==> src/rtl/sha256_pkg.sv <==
// Shared types and constants for the SHA-256 unpadder.
// Define SHA256_UNPAD_WIDE_SCAN_EN to scan 16 bits per cycle instead of 4.
package sha256_pkg;

    typedef enum logic [1:0] {
        StIdle,
        StScan,
        StDone
    } unpad_state_e;

    localparam int unsigned BLOCK_W      = 512;
    localparam int unsigned MSG_REGION_W = 448;
    localparam int unsigned LEN_W        = 64;
    localparam int unsigned MAX_MSG_BITS = 447;
    localparam int unsigned MSG_LEN_W    = 9;

`ifdef SHA256_UNPAD_WIDE_SCAN_EN
    localparam int unsigned SCAN_CHUNK_W = 16;
`else
    localparam int unsigned SCAN_CHUNK_W = 4;
`endif

    localparam int unsigned NUM_CHUNKS  = MSG_REGION_W / SCAN_CHUNK_W;
    localparam int unsigned CHUNK_CNT_W = $clog2(NUM_CHUNKS);
    localparam int unsigned TZ_W        = $clog2(SCAN_CHUNK_W);

endpackage

==> src/rtl/sha256_unpadder_if.sv <==
// Start/done handshake and data bus between the unpadder and its user.
interface sha256_unpadder_if;
    import sha256_pkg::*;

    logic [BLOCK_W-1:0]      paddedMsg;
    logic                    beginUnpad;
    logic [MAX_MSG_BITS-1:0] msgOut;
    logic [MSG_LEN_W-1:0]    msgLen;
    logic                    error;
    logic                    busy;
    logic                    done;

    modport master (
        output paddedMsg,
        output beginUnpad,
        input  msgOut,
        input  msgLen,
        input  error,
        input  busy,
        input  done
    );

    modport slave (
        input  paddedMsg,
        input  beginUnpad,
        output msgOut,
        output msgLen,
        output error,
        output busy,
        output done
    );

endinterface

==> src/rtl/unpad_tz_enc.sv <==
// Lowest-set-bit encoder: idx_o is the position of the least significant 1 in bits_i.
module unpad_tz_enc #(
    parameter int unsigned Width = 4,
    parameter int unsigned IdxW  = $clog2(Width)
) (
    input  logic [Width-1:0] bits_i,
    output logic [IdxW-1:0]  idx_o,
    output logic             found_o
);

    // Scan from the top so the lowest set bit is the last one to win.
    always_comb begin
        idx_o   = '0;
        found_o = |bits_i;
        for (int i = int'(Width) - 1; i >= 0; i--) begin
            if (bits_i[i]) idx_o = IdxW'(i);
        end
    end

endmodule

==> src/rtl/sha256_unpadder.sv <==
// SHA-256 unpadder: finds the padding marker by chunked scan from the low end of the
// message region, checks it against the length field and returns the message.
// Scan width is set by SHA256_UNPAD_WIDE_SCAN_EN (see sha256_pkg).
module sha256_unpadder
    import sha256_pkg::*;
(
    input  logic               clk,
    input  logic               rst,
    sha256_unpadder_if.slave   bus
);

    unpad_state_e            state_q, state_d;
    logic [MAX_MSG_BITS-1:0] blk_msg_q, blk_msg_d;
    logic [LEN_W-1:0]        len_fld_q, len_fld_d;
    logic [MSG_REGION_W-1:0] scan_q, scan_d;
    logic [CHUNK_CNT_W-1:0]  k_q, k_d;
    logic [MAX_MSG_BITS-1:0] msg_q, msg_d;
    logic [MSG_LEN_W-1:0]    len_q, len_d;
    logic                    err_q, err_d;

    logic [TZ_W-1:0]         tz_idx;
    logic                    tz_found;
    logic [MSG_LEN_W-1:0]    z_pos;
    logic [MSG_LEN_W-1:0]    len_calc;
    logic [MAX_MSG_BITS-1:0] keep_mask;
    logic                    len_ok;

    unpad_tz_enc #(
        .Width (SCAN_CHUNK_W),
        .IdxW  (TZ_W)
    ) u_tz_enc (
        .bits_i  (scan_q[SCAN_CHUNK_W-1:0]),
        .idx_o   (tz_idx),
        .found_o (tz_found)
    );

    // Marker position within the region, the implied length and the message keep-mask.
    always_comb begin
        z_pos     = MSG_LEN_W'(k_q) * MSG_LEN_W'(SCAN_CHUNK_W) + MSG_LEN_W'(tz_idx);
        len_calc  = MSG_LEN_W'(MAX_MSG_BITS) - z_pos;
        keep_mask = ~({MAX_MSG_BITS{1'b1}} >> len_calc);
        len_ok    = (len_fld_q == LEN_W'(len_calc));
    end

    // Next-state and result logic.
    always_comb begin
        state_d   = state_q;
        blk_msg_d = blk_msg_q;
        len_fld_d = len_fld_q;
        scan_d    = scan_q;
        k_d       = k_q;
        msg_d     = msg_q;
        len_d     = len_q;
        err_d     = err_q;
        unique case (state_q)
            StIdle: begin
                if (bus.beginUnpad) begin
                    blk_msg_d = bus.paddedMsg[BLOCK_W-1:LEN_W+1];
                    len_fld_d = bus.paddedMsg[LEN_W-1:0];
                    scan_d    = bus.paddedMsg[BLOCK_W-1:LEN_W];
                    k_d       = '0;
                    state_d   = StScan;
                end
            end
            StScan: begin
                if (tz_found) begin
                    state_d = StDone;
                    if (len_ok) begin
                        msg_d = blk_msg_q & keep_mask;
                        len_d = len_calc;
                        err_d = 1'b0;
                    end else begin
                        msg_d = '0;
                        len_d = '0;
                        err_d = 1'b1;
                    end
                end else if (k_q == CHUNK_CNT_W'(NUM_CHUNKS - 1)) begin
                    // Whole region is zero: no marker.
                    state_d = StDone;
                    msg_d   = '0;
                    len_d   = '0;
                    err_d   = 1'b1;
                end else begin
                    scan_d = scan_q >> SCAN_CHUNK_W;
                    k_d    = k_q + 1'b1;
                end
            end
            StDone: begin
                state_d = StIdle;
            end
            default: begin
                state_d = StIdle;
            end
        endcase
    end

    // State and result registers with synchronous reset.
    always_ff @(posedge clk) begin
        if (rst) begin
            state_q   <= StIdle;
            blk_msg_q <= '0;
            len_fld_q <= '0;
            scan_q    <= '0;
            k_q       <= '0;
            msg_q     <= '0;
            len_q     <= '0;
            err_q     <= 1'b0;
        end else begin
            state_q   <= state_d;
            blk_msg_q <= blk_msg_d;
            len_fld_q <= len_fld_d;
            scan_q    <= scan_d;
            k_q       <= k_d;
            msg_q     <= msg_d;
            len_q     <= len_d;
            err_q     <= err_d;
        end
    end

    assign bus.msgOut = msg_q;
    assign bus.msgLen = len_q;
    assign bus.error  = err_q;
    assign bus.busy   = (state_q != StIdle);
    assign bus.done   = (state_q == StDone);

endmodule

==> src/flat_wrapper.sv <==
// flat-port wrapper written by rule: the top's interface ports become plain ports
module sha256_unpadder_flat import sha256_pkg::*;
  (clk, rst, bus_paddedMsg, bus_beginUnpad, bus_msgOut, bus_msgLen, bus_error, bus_busy, bus_done);
  sha256_unpadder_if bus_i ();
  input  logic clk;
  input  logic rst;
  input wire logic [$bits(bus_i.paddedMsg)-1:0] bus_paddedMsg;
  input wire logic [$bits(bus_i.beginUnpad)-1:0] bus_beginUnpad;
  output wire logic [$bits(bus_i.msgOut)-1:0] bus_msgOut;
  output wire logic [$bits(bus_i.msgLen)-1:0] bus_msgLen;
  output wire logic [$bits(bus_i.error)-1:0] bus_error;
  output wire logic [$bits(bus_i.busy)-1:0] bus_busy;
  output wire logic [$bits(bus_i.done)-1:0] bus_done;
  assign bus_i.paddedMsg = bus_paddedMsg;
  assign bus_i.beginUnpad = bus_beginUnpad;
  assign bus_msgOut = bus_i.msgOut;
  assign bus_msgLen = bus_i.msgLen;
  assign bus_error = bus_i.error;
  assign bus_busy = bus_i.busy;
  assign bus_done = bus_i.done;
  sha256_unpadder u_core (.clk(clk), .rst(rst), .bus(bus_i));
endmodule
==> config.mk <==
export PLATFORM = sky130hd
export DESIGN_NAME = sha256_unpadder_flat
export DESIGN_NICKNAME = d
export VERILOG_FILES = /design/src/rtl/sha256_pkg.sv /design/src/rtl/sha256_unpadder_if.sv /design/src/rtl/unpad_tz_enc.sv /design/src/rtl/sha256_unpadder.sv /design/src/flat_wrapper.sv
export SDC_FILE = /design/constraint.sdc
export NUM_CORES = 2
export LEC_CHECK = 0
export CORE_MARGIN = 4
export CORE_UTILIZATION = 31
export CTS_CLUSTER_DIAMETER = 40
export DETAILED_ROUTE_END_ITERATION = 6
export GPL_TIMING_DRIVEN = 1
export PLACE_DENSITY = 0.59
export SETUP_SLACK_MARGIN = 0.4
export SYNTH_ARGS = -nofsm -noshare
export SYNTH_HDL_FRONTEND = slang
export SYNTH_SLANG_ARGS = --single-unit
==> constraint.sdc <==
create_clock -name clk -period 3.9 [get_ports clk]
set_input_delay 0.39 -clock clk [delete_from_list [all_inputs] [get_ports clk]]
set_output_delay 0.39 -clock clk [all_outputs]
set_load 0.005 [all_outputs]
==> impl_metrics.py <==
metrics = {
    "routing": {
        "ant_nets": 0,
        "vias_per_cell": 5.50,
        "dr.pass1.iters": 5,
        "num_vias": 58963,
        "drt_wl_total_um": 314000,
        "drc": 0,
        "post_drt_wl_per_cell_um": 29.3,
        "initialDrtViolationCount": 6560,
    },
    "logic_synthesis": {
        "synth_edf_count": 0,
        "synth_seq_cells": 1425,
        "async_flop_share_pct": 0,
        "netlist_area_sq_um": 55800,
        "ys_seq_area_share_pct": 51.1,
        "yosys.area.top_type_share_pct": 51.1,
        "ys_warn_count": 0,
        "synth_nets": 7708,
        "synth.distinct_cells": 68,
        "syn_inst": 7181,
        "synth_area_leader_cell": "dfxtp_1",
        "syn_area_per_cell_sq_um": 7.77,
        "synth-main-ff-cell": "dfxtp_1",
        "synth_area_leaders": "dfxtp_1 (51%), nand2_1 (16%), a311oi_1 (7.0%), o21ai_0 (5.8%), a21oi_1 (5.2%)",
    },
    "finish": {
        "layout.nets": 8653,
        "fillers": 17914,
        "fin_area_sq_um": 78800,
        "layout.cells.non_filler": 10728,
        "final_core_util_pct": 44.1,
        "drive_above_1_share_pct": 11.2,
        "syn_to_final_growth_pct": 41.2,
    },
    "worst_setup_path": {
        "cp-start-kind": "flop",
        "cp-end-kind": "flop",
        "crit_buf_inv": 4,
        "worstPathCellList": "or2_4 > nor2_4 > inv_2 > ha_4 > o21bai_4 > or3_4 > a211o_4 > o22ai_2 > buf_4 > buf_4 > a21oi_2 > buf_4 > o21ai_0 > a32o_1",
        "path_max_fanout": 10,
        "critPathKind": "flop to flop",
        "critical-path-top-delay-family": "compound AO/OA/AOI/OAI gates",
        "slowest_stage": "a211o_4",
        "crit_required_ps": 4700,
        "crit_path_frequent_cell": "buf_4",
        "cpPeakStageDelay_ps": 410,
        "arrival_ps": 4300,
    },
    "clocking": {
        "cts_made_buffers": 226,
        "clock_sinks": 1425,
        "clockRootBuffer": "clkbuf_16",
        "tritoncts": "done",
        "clk_pin_slew_ps": 60,
        "cts_max_path_buffers": 3,
        "clk-insertion-delay-late_ps": 890,
        "htree_levels": 4,
    },
    "sta": {
        "setup_slack_ps": 398,
        "final.setup_skew_ps": 74.9,
        "tightest_slew_ps": 1180,
        "final-hold-violation-count": 0,
        "maxSlewHeadroom_pct": 21.5,
        "fin_crit_ps": 3500,
        "setup_viol": 0,
        "final.setup.tns_ps": 0,
        "period_share_pct": 89.8,
        "maxSlewViolCount": 0,
        "hold-worst-slack_ps": 61.2,
        "rsz0062_at_grt": "yes",
        "max_freq_mhz": 286,
    },
    "die": {
        "io_pins": 974,
        "die_w_um": 432,
        "die_h_um": 432,
        "coreArea_sq_um": 179000,
        "rows": 155,
        "initial_utilization_pct": 31.2,
        "dieArea_sq_um": 187000,
    },
    "worst_hold_path": {
        "hold_path_class": "input port to flop",
    },
    "placement": {
        "post-place-ws_ps": 16.8,
        "dp.cells": 10210,
        "portBuffers": 973,
        "place_area_sq_um": 69300,
        "place_congestion": 0.991,
        "hpwl_um": 228000,
    },
    "power": {
        "power_density_nw_per_um2": 589,
        "p_total_mw": 46.4,
        "vdd_drop_max_mv": 0.385,
        "p_leak_nw": 28.9,
    },
    "grt": {
        "track_usage_pct": 31.9,
        "grt_pass1_vias": 54905,
        "grt_overflow": 0,
        "grt_pass1_wl_um": 426000,
        "grt_start_max_net_pins": 225,
        "antenna_found_initial": 76,
    },
    "status": {
        "status": "finished, final reports clean",
    },
    "job": {
        "cap_violations": 0,
    },
}
[report_power, final]
part	leakage, nW	internal (mW)	total [mW]	switching, mW
Sequential	11.7	15.7	16.4	0.699
Combinational	13.3	2.56	8.17	5.61
Clock	3.97	13.7	21.9	8.17
[Yosys cell counts (all sizes together) (13+ instances only)]
cell,instances
nand4,17
nor3,30
nand3,43
nor2,578
clkbuf,566
o31ai,58
inv,15
o21ai,659
dfxtp,1425
a21oi,578
or2,13
a311oi,444
buf,50
a32o,59
nand2,2450
nor4,19
and2,19
o211ai,30
[tightest hold or removal path, cell delays in order]
cell and delay [ps]:
clkdlybuf4s50_1 390, nand2_1 60, a21oi_1 50
[final timing paths]
check	from	end	slack [ps]	cells past startpoint
max	u_core.scan_q[0]	u_core.bus.msgOut[279]	400	14
max reg2reg	u_core.scan_q[0]	u_core.bus.msgOut[279]	400	14
min reg2reg	u_core.scan_q[436]	u_core.scan_q[432]	430	2
min	bus_paddedMsg[41]	u_core.len_fld_q[41]	60	3
[per-layer routing]
metal	wire length [um]	vias to the layer above	part of all wire, %	GRT usage, %
li1	-	26452	-	-
met3	25100	680	8.0	6.79
met1	130000	28905	41	41.5
met5	74	-	0.024	0
met4	24400	12	7.8	22.0
met2	135000	2914	43	47.3
[cells by family (layout without fill, tap and decap cells)]
| family | count (synthesis) | after routing | share of synthesized area, % |
|---|---|---|---|
| buf+inv | 631 | 1769 | 4.39 |
| other cells | 0 | 53 | 0 |
| mux | 1 | 1 | 0.0179 |
| simple gates | 3203 | 3204 | 22.4 |
| compound gates | 1889 | 1889 | 21.5 |
| flops | 1425 | 1425 | 51.1 |
| fa+ha+maj | 12 | 12 | 0.269 |
| xor+xnor | 20 | 20 | 0.361 |
[layout make-up]
cell class	count	area, sq um	share of cell area, %
sequential	1425	28500	36.2
tap	2355	2950	3.74
timing repair buffer	1332	13400	17.0
clock inverter	148	2220	2.81
multi-input combinational	5126	25300	32.2
inverter	15	56.3	0.0715
clock buffer	274	6130	7.78
antenna	53	133	0.168
[registers in the layout, summed over array words and instances, names as in the netlist]
name,flops
u_core.len_fld_q,64
u_core.bus.msgOut,447
u_core.bus.error,1
u_core.scan_q,448
u_core.bus.msgLen,9
u_core.blk_msg_q,447
u_core.k_q,7
u_core.state_q,2
[timing repair]
action	CTS	global route
buffers inserted	9	14
gates cloned	6	9
gates resized for setup	47	114
setup endpoints to repair	327	358
hold buffers	5	0
pin swaps	3	6
endpoints found under the hold margin	7	0
[cell usage in the layout, fill, tap and decap left out, drive strengths merged, types with 5 or more instances in the layout]
cell,synthesis,final
nand2,2450,2450
dfxtp,1425,1425
clkdlybuf4s50,0,972
o21ai,659,659
nor2,578,579
a21oi,578,578
a311oi,444,444
buf,50,347
clkbuf,566,279
a32o,59,59
o31ai,58,58
diode,0,53
clkinv,0,50
inv,15,48
nand3,43,43
bufinv,0,35
o211ai,30,30
clkinvlp,0,30
nor3,30,30
and2,19,19
nor4,19,19
nand4,17,17
or2,13,13
xnor2,12,12
ha,12,12
o21a,11,11
a21o,9,9
nand2b,9,9
xor2,8,8
o22ai,7,7
a31o,6,6
a21boi,6,6
nor2b,6,6
dlygate4sd3,0,5
and3,5,5
Note: power is estimated with default switching activity, not from simulation.
